$ cat config.mk
export PLATFORM = sky130hd
export DESIGN_NAME = spi_burst_dcd
export DESIGN_NICKNAME = d
export VERILOG_FILES = /design/src/rtl/spi_burst_dcd.sv
export SDC_FILE = /design/constraint.sdc
export NUM_CORES = 1
export LEC_CHECK = 0
export CORE_ASPECT_RATIO = 0.7
export CORE_UTILIZATION = 49
export DETAILED_ROUTE_END_ITERATION = 16
export HOLD_SLACK_MARGIN = 0.02
export PLACE_DENSITY = 0.8
export SKIP_LAST_GASP = 1
export SLEW_MARGIN = 20
export SYNTH_ARGS = -nofsm -noshare
export SYNTH_HDL_FRONTEND = slang
export SYNTH_SLANG_ARGS = --single-unit
$ cat constraint.sdc
create_clock -name clk -period 2.3 [get_ports clk]
set_input_delay 0.46 -clock clk [delete_from_list [all_inputs] [get_ports clk]]
set_output_delay 0.46 -clock clk [all_outputs]
set_load 0.01 [all_outputs]
$ cat src/rtl/spi_burst_dcd.sv
// spi_burst_dcd: SPI command decoder with single or auto-incrementing burst
// register reads and writes, a per-frame length limit and overflow pulse.
// Optional build macro SPI_BURST_DCD_ECHO_EN: echo each written byte on
// data_out so the host can read it back as a link check.
module spi_burst_dcd #(
    parameter int ADDR_W    = 6,
    parameter int MAX_BURST = 16,
    parameter int CNT_W     = 7
) (
    input  logic              clk,
    input  logic              rst_n,
    input  logic              byte_sync,
    input  logic [7:0]        data_in,
    input  logic              frame_end,
    output logic [7:0]        data_out,
    output logic              read,
    output logic              write,
    output logic [ADDR_W-1:0] addr,
    input  logic [7:0]        data_read,
    output logic [7:0]        data_write,
    output logic              busy,
    output logic              ovf
);

    typedef enum logic [1:0] {IDLE, WDATA, RDATA, DROP} state_t;

    state_t            state_q, state_d;
    logic              burst_q, burst_d;
    logic [CNT_W-1:0]  cnt_q, cnt_d, cnt_inc;
    logic [ADDR_W-1:0] addr_d;
    logic [7:0]        dout_d, dw_d;
    logic              read_d, write_d, ovf_d;
    logic              at_limit;

    assign busy     = (state_q != IDLE);
    assign cnt_inc  = cnt_q + 1'b1;
    assign at_limit = (cnt_inc == CNT_W'(MAX_BURST));

    // Register all state and the pulsed/held outputs.
    always_ff @(posedge clk or negedge rst_n) begin
        if (!rst_n) begin
            state_q    <= IDLE;
            burst_q    <= 1'b0;
            cnt_q      <= '0;
            addr       <= '0;
            data_out   <= 8'h00;
            data_write <= 8'h00;
            read       <= 1'b0;
            write      <= 1'b0;
            ovf        <= 1'b0;
        end else begin
            state_q    <= state_d;
            burst_q    <= burst_d;
            cnt_q      <= cnt_d;
            addr       <= addr_d;
            data_out   <= dout_d;
            data_write <= dw_d;
            read       <= read_d;
            write      <= write_d;
            ovf        <= ovf_d;
        end
    end

    // Next-state decode; strobes default low and last exactly one cycle.
    always_comb begin
        state_d = state_q;
        burst_d = burst_q;
        cnt_d   = cnt_q;
        addr_d  = addr;
        dout_d  = data_out;
        dw_d    = data_write;
        read_d  = 1'b0;
        write_d = 1'b0;
        ovf_d   = 1'b0;

        // A read already issued completes even if the frame ends now.
        if (read) dout_d = data_read;
        // Burst writes advance the address one cycle after the strobe; a new
        // command below overrides this.
        if (write && burst_q) addr_d = addr + 1'b1;

        if (frame_end) begin
            // Frame end wins over a coincident byte, which is dropped.
            state_d = IDLE;
            cnt_d   = '0;
        end else if (byte_sync) begin
            unique case (state_q)
                IDLE: begin
                    burst_d = data_in[6];
                    addr_d  = data_in[ADDR_W-1:0];
                    cnt_d   = '0;
                    if (data_in[7]) begin
                        state_d = WDATA;
                    end else begin
                        state_d = RDATA;
                        read_d  = 1'b1;   // look-ahead fetch of the first byte
                    end
                end
                WDATA: begin
                    write_d = 1'b1;
                    dw_d    = data_in;
                    cnt_d   = cnt_inc;
`ifdef SPI_BURST_DCD_ECHO_EN
                    dout_d  = data_in;
`endif
                    if (!burst_q)     state_d = IDLE;
                    else if (at_limit) state_d = DROP;
                end
                RDATA: begin
                    cnt_d = cnt_inc;
                    if (!burst_q) begin
                        state_d = IDLE;
                    end else if (at_limit) begin
                        state_d = DROP;
                    end else begin
                        addr_d = addr + 1'b1;
                        read_d = 1'b1;
                    end
                end
                DROP: begin
                    ovf_d  = 1'b1;
                    dout_d = 8'h00;
                end
                default: state_d = IDLE;
            endcase
        end
    end

endmodule

== Yosys cells after proc, flatten, opt, wreduce, memory -nomap -nowiden ==
Cells that the tools add are included.

* Output and inout bits: 26
* Bits of input ports: 20
* Memories kept: 0
* Memory bits (read-only): 0
* Bits in writable memories: 0
* Register bits after elaboration: 35
* Latch bits: 0

* Reductions and logical operators: 10
* Shifts and indexed selects: 0
* $add $sub $neg: 2
* Mux-type cells: 31
* Equality and inequality tests: 5
* Bitwise logic cells: 1
* Order comparisons: 0
* Div/mod/pow operators: 0
* Multiply operators: 0

{| class="wikitable"
|+ Operators with widths
! operator !! count
|-
| two-way mux 8 bit || 4
|-
| two-way mux 6 bit || 5
|-
| two-way mux 7 bit || 2
|-
| case mux 7 bit (2 select lines) || 1
|-
| case mux 6 bit (2 select lines) || 1
|-
| two-way mux 1 bit || 11
|-
| two-way mux 2 bit || 5
|-
| AND reduction 3 bit || 3
|-
| adder 7 x 1 -> 7 bit (second input constant) || 1
|-
| equality test 7 x 5 -> 1 bit (second input constant) || 1
|-
| adder 6 x 1 -> 6 bit (second input constant) || 1
|-
| equality test 2 bit (second input constant) || 2
|-
| inequality test 4 x 3 -> 1 bit (second input constant) || 1
|-
| case mux 2 bit (2 select lines) || 1
|-
| nonzero test 2 bit || 2
|-
| nonzero test 3 bit || 1
|-
| equality test 2 x 1 -> 1 bit (second input constant) || 1
|-
| zero test 2 bit || 1
|-
| case mux 1 bit (2 select lines) || 1
|-
| AND reduction 2 bit || 1
|-
| OR reduction 2 bit || 1
|-
| logical AND 1 bit || 1
|-
| inverter 1 bit || 1
|}

== Logic depth before layout (Yosys ltp) ==
Gate-level depths: netlist of run 1.

* Word-level depth: 7
* Gate-level depth with buffers: 8
* Mapped depth without buffers: 7

== Least setup slack after synthesis of run 1 ==
Ideal clock, no wire load.

* Path kind: reg-to-reg
* From: reg cnt_q[0]
* To: reg addr[3]
* Path buffers: 0
* Period minus slack after synthesis: 1,840 ps
* Setup time: 124 ps
* Stages on the path, launching flop included: 8
* Path slack: 460 ps
* Arrival time: 1,716 ps
* Required time: 2,176 ps
* Cell sequence: dfrtp_1 -> ha_1 -> and2_1 -> nand2_1 -> o32a_1 -> or3_1 -> o22ai_1 -> o21ai_1

* Longest elaborated chain between the ends: 7

{| class="wikitable"
|+ RTL lines
! item !! RTL line !! text
|-
| start, declared || 29 || <nowiki>logic [CNT_W-1:0] cnt_q, cnt_d, cnt_inc;</nowiki>
|-
| start signal, assigned || 54 || <nowiki>cnt_q <= cnt_d;</nowiki>
|-
| adder 7 x 1 -> 7 bit || 36 || <nowiki>assign cnt_inc = cnt_q + 1'b1;</nowiki>
|-
| equality test 7 x 5 -> 1 bit || 37 || <nowiki>assign at_limit = (cnt_inc == CNT_W'(MAX_BURST));</nowiki>
|-
| two-way mux 6 bit || 113 || <nowiki>end else if (at_limit) begin</nowiki>
|-
| two-way mux 6 bit || 111 || <nowiki>if (!burst_q) begin</nowiki>
|-
| case mux 6 bit (2 select lines) || 87 || <nowiki>unique case (state_q)</nowiki>
|-
| two-way mux 6 bit || 86 || <nowiki>end else if (byte_sync) begin</nowiki>
|-
| two-way mux 6 bit || 82 || <nowiki>if (frame_end) begin</nowiki>
|-
| named net addr_d[3] || 30 || <nowiki>logic [ADDR_W-1:0] addr_d;</nowiki>
|-
| end signal, assigned || 55 || <nowiki>addr <= addr_d;</nowiki>
|-
| end, declared || 18 || <nowiki>output logic [ADDR_W-1:0] addr,</nowiki>
|}

The timed path passes the listed nets, and every way through them passes these cells.
A chain may end at the register's enable or synchronous reset.

== Worst setup path in the final report of run 1 ==
* From: reg state_q[0]
* To: out busy

* Longest elaborated chain between the ends: 1

{| class="wikitable"
|+ RTL lines
! item !! RTL line !! text
|-
| start, declared || 27 || <nowiki>state_t state_q, state_d;</nowiki>
|-
| start signal, assigned || 52 || <nowiki>state_q <= state_d;</nowiki>
|-
| nonzero test 2 bit || 35 || <nowiki>assign busy = (state_q != IDLE);</nowiki>
|-
| end, declared || 21 || <nowiki>output logic busy,</nowiki>
|}

Every way passes these cells.

==> impl_metrics.env, run 1 <==
export IMPL_synth_edf_count=0
export IMPL_ys_warn_count=0
export IMPL_core_area_sq_um=3560
export IMPL_clock_latency_ns=0.30
export IMPL_cts_tree="yes"
export IMPL_yosysUniqueCellTypes=41
export IMPL_grt_pass1_vias=1526
export IMPL_clock_sinks=35
export IMPL_overflow=0
export IMPL_final_net_count=268
export IMPL_first_iter_violations=132
export IMPL_worstMarginPinSlew_ns=0.437
export IMPL_cp_required_ns=1.84
export IMPL_portBuffers=45
export IMPL_crit_fanout=7
export IMPL_hold_violations=0
export IMPL_outcome="finished, final reports clean"
export IMPL_grt_total_usage_pct=24.1
export IMPL_netlist_top_cells_count="dfrtp_1, nand2_1, nor2_1"
export IMPL_post_route_drc_count=0
export IMPL_ir_drop_mv=0.833
export IMPL_critical_path_arrival_ns=1.70
export IMPL_setup_tns_ns=0
export IMPL_start_kind="register"
export IMPL_fp_row_count=18
export IMPL_yosysSeqAreaShare_pct=47.4
export IMPL_vias_per_cell=5.51
export IMPL_die_w_um=75.4
export IMPL_skew_ns=0.00889
export IMPL_post_cts_buffers=0
export IMPL_synth_top_cell_by_area="dfrtp_1"
export IMPL_async_reset_ff_share_pct=100
export IMPL_power_total_uw=2880
export IMPL_cts_buffers=5
export IMPL_reg2reg_from="cnt_q[0]$_DFFE_PN0P_"
export IMPL_clk_pin_slew_ns=0.07
export IMPL_synthTopCellsByArea="dfrtp_1, nand2_1, ha_1"
export IMPL_grt_first_pass_wirelength_um=6870
export IMPL_h_tree_depth=2
export IMPL_min_to="data_write[7]$_DFFE_PN0P_"
export IMPL_diodes=0
export IMPL_avgSynthCellArea_sq_um=9.82
export IMPL_area_growth_pct=35.2
export IMPL_syn_num_nets=215
export IMPL_drive_gt1_share_pct=10.3
export IMPL_syn_area_sq_um=1850
export IMPL_clock_path_buffers=2
export IMPL_r2r_end="addr[3]$_DFF_PN0_"
export IMPL_ant_nets=0
export IMPL_leakagePower_uw=0.00107
export IMPL_seq_area_sq_um=876
export IMPL_hold_path_class="register to register"
export IMPL_hold_buffers=0
export IMPL_maxCapViolCount=0
export IMPL_syn_inst=188
export IMPL_rsz0062_at_grt="no"
export IMPL_wl_per_cell_um=14.9
export IMPL_synth_seq_cells=35
export IMPL_fmax_mhz=464
export IMPL_slew_headroom_pct=70.9
export IMPL_holdWs_ns=0.509
export IMPL_fill_cells=286
export IMPL_period_minus_slack_ns=2.16
export IMPL_grt_antenna_before_repair=0
export IMPL_r2r_cells=7
export IMPL_ff2ff_setup_slack_ns=0.22
export IMPL_die_area_sq_um=4020
export IMPL_worstSetupPathType="register to output pin"
export IMPL_synthFlopType="dfrtp_1"
export IMPL_cp_end_kind="output pin"
export IMPL_cts_resized=0
export IMPL_setup_viol=0
export IMPL_ioPinCount=46
export IMPL_vias=1609
export IMPL_clk_root_buffer_cell="clkbuf_8"
export IMPL_post_synth_top_area_fraction_pct=47.4
export IMPL_power_density_nw_per_um2=1150
export IMPL_dp_cells=284
export IMPL_hpwl_um=3240
export IMPL_finalNonFillerCells=292
export IMPL_drv_slew=0
export IMPL_yosysMostFrequentCell="dfrtp_1"
export IMPL_gp_congestion=0.897
export IMPL_min_period_over_period_pct=93.8
export IMPL_start_util_pct=51.9
export IMPL_multi_input_area_sq_um=917
export IMPL_min_delay_start="data_write[7]$_DFFE_PN0P_"
export IMPL_die_h_um=53.4
export IMPL_drt_first_pass_iters=4
export IMPL_wl_um=4350
export IMPL_grt_max_degree=36
export IMPL_hold_path_depth=2
report_power, final:
part / leakage [uW] / switching (uW) / internal (uW)
sequential: 0.000446 / 205 / 841
combinational: 0.000570 / 590 / 681
clock: 0.0000581 / 238 / 323
total: 0.00107 / 1030 / 1850
per-layer routing:
metal  track usage (%)  vias up  share of wire, %  routed length [um]
met5                 0        -                 0                   0
met4              10.2        0               1.8                  80
met3              7.81       10               8.8                 381
met2              37.8       68                43                1890
met1              30.6      750                46                2000
li1                  -      781                 -                   -
flip-flops by register name, indices dropped and copies added (netlist names):
signal,flops
write,1
state_q,2
data_write,8
addr,6
burst_q,1
data_out,8
read,1
cnt_q,7
ovf,1
worst max-delay path by stage:
stage / from / endpoint / slack, ns / cells past startpoint
after floorplan: cnt_q[0]$_DFFE_PN0P_ / addr[3]$_DFF_PN0_ / 0.46 / 7
after detailed placement: byte_sync / data_write[1]$_DFFE_PN0P_ / 0.16 / 5
final: state_q[0]$_DFFE_PN0P_ / busy / 0.14 / 4
after global placement: byte_sync / data_write[5]$_DFFE_PN0P_ / 0.20 / 5
after CTS: state_q[0]$_DFFE_PN0P_ / busy / 0.13 / 4
after global routing: state_q[0]$_DFFE_PN0P_ / busy / 0.05 / 4
cells in the final DEF, fill, tap and decap left out, types with 3 or more instances in the layout:
master,count
clkbuf_8,5
o21ai_0,14
and2_1,4
a31oi_1,3
o21ai_1,4
ha_1,7
nor2_1,15
a21oi_1,5
nand2b_1,5
clkdlybuf4s50_1,45
inv_1,9
buf_4,6
mux2_2,7
nand3_1,5
o21a_1,3
o221ai_1,3
dfrtp_1,35
mux2i_1,8
nand2_1,24
and3_1,4
critical path: stages, from the launching register on:
cell and delay, ns:
dfrtp_1 0.41, inv_1 0.09, ha_1 0.30, inv_1 0.09, clkdlybuf4s50_1 0.53
layout make-up:
cell class	instances	share of cell area, %
Tap cell	50	2.51
Multi-Input combinational cell	139	36.7
Inverter	9	1.35
Clock buffer	5	2.76
Clock inverter	3	1.75
Timing Repair Buffer	51	19.8
Sequential cell	35	35.1
metrics by stage:
stage	setup WS, ns	utilization, %	cell area [sq um]
floorplan	0.460	-	1850
global placement	0.200	67.0	2380
detailed placement	0.159	67.0	2380
CTS	0.131	70.2	2500
global route	0.0514	70.2	2500
finish	0.143	70.2	2500
logic make-up after synthesis:
| group | synth area share, % |
|---|---|
| multiplexers | 9.35 |
| flip-flops | 47.4 |
| AND/OR/NAND/NOR | 17.0 |
| buffers and inverters | 2.91 |
| XOR/XNOR | 1.42 |
| AO/OA/AOI/OAI | 17.1 |
| adder cells (fa/ha/maj) | 4.74 |
Note: power is estimated with default switching activity, not from simulation.
==> run 2: changes to the inputs <==
Settings changed: HOLD_SLACK_MARGIN 0.02 to 0.05.
==> results of run 2 <==
The final DEF is identical to that of run 1; final timing and power are the same.
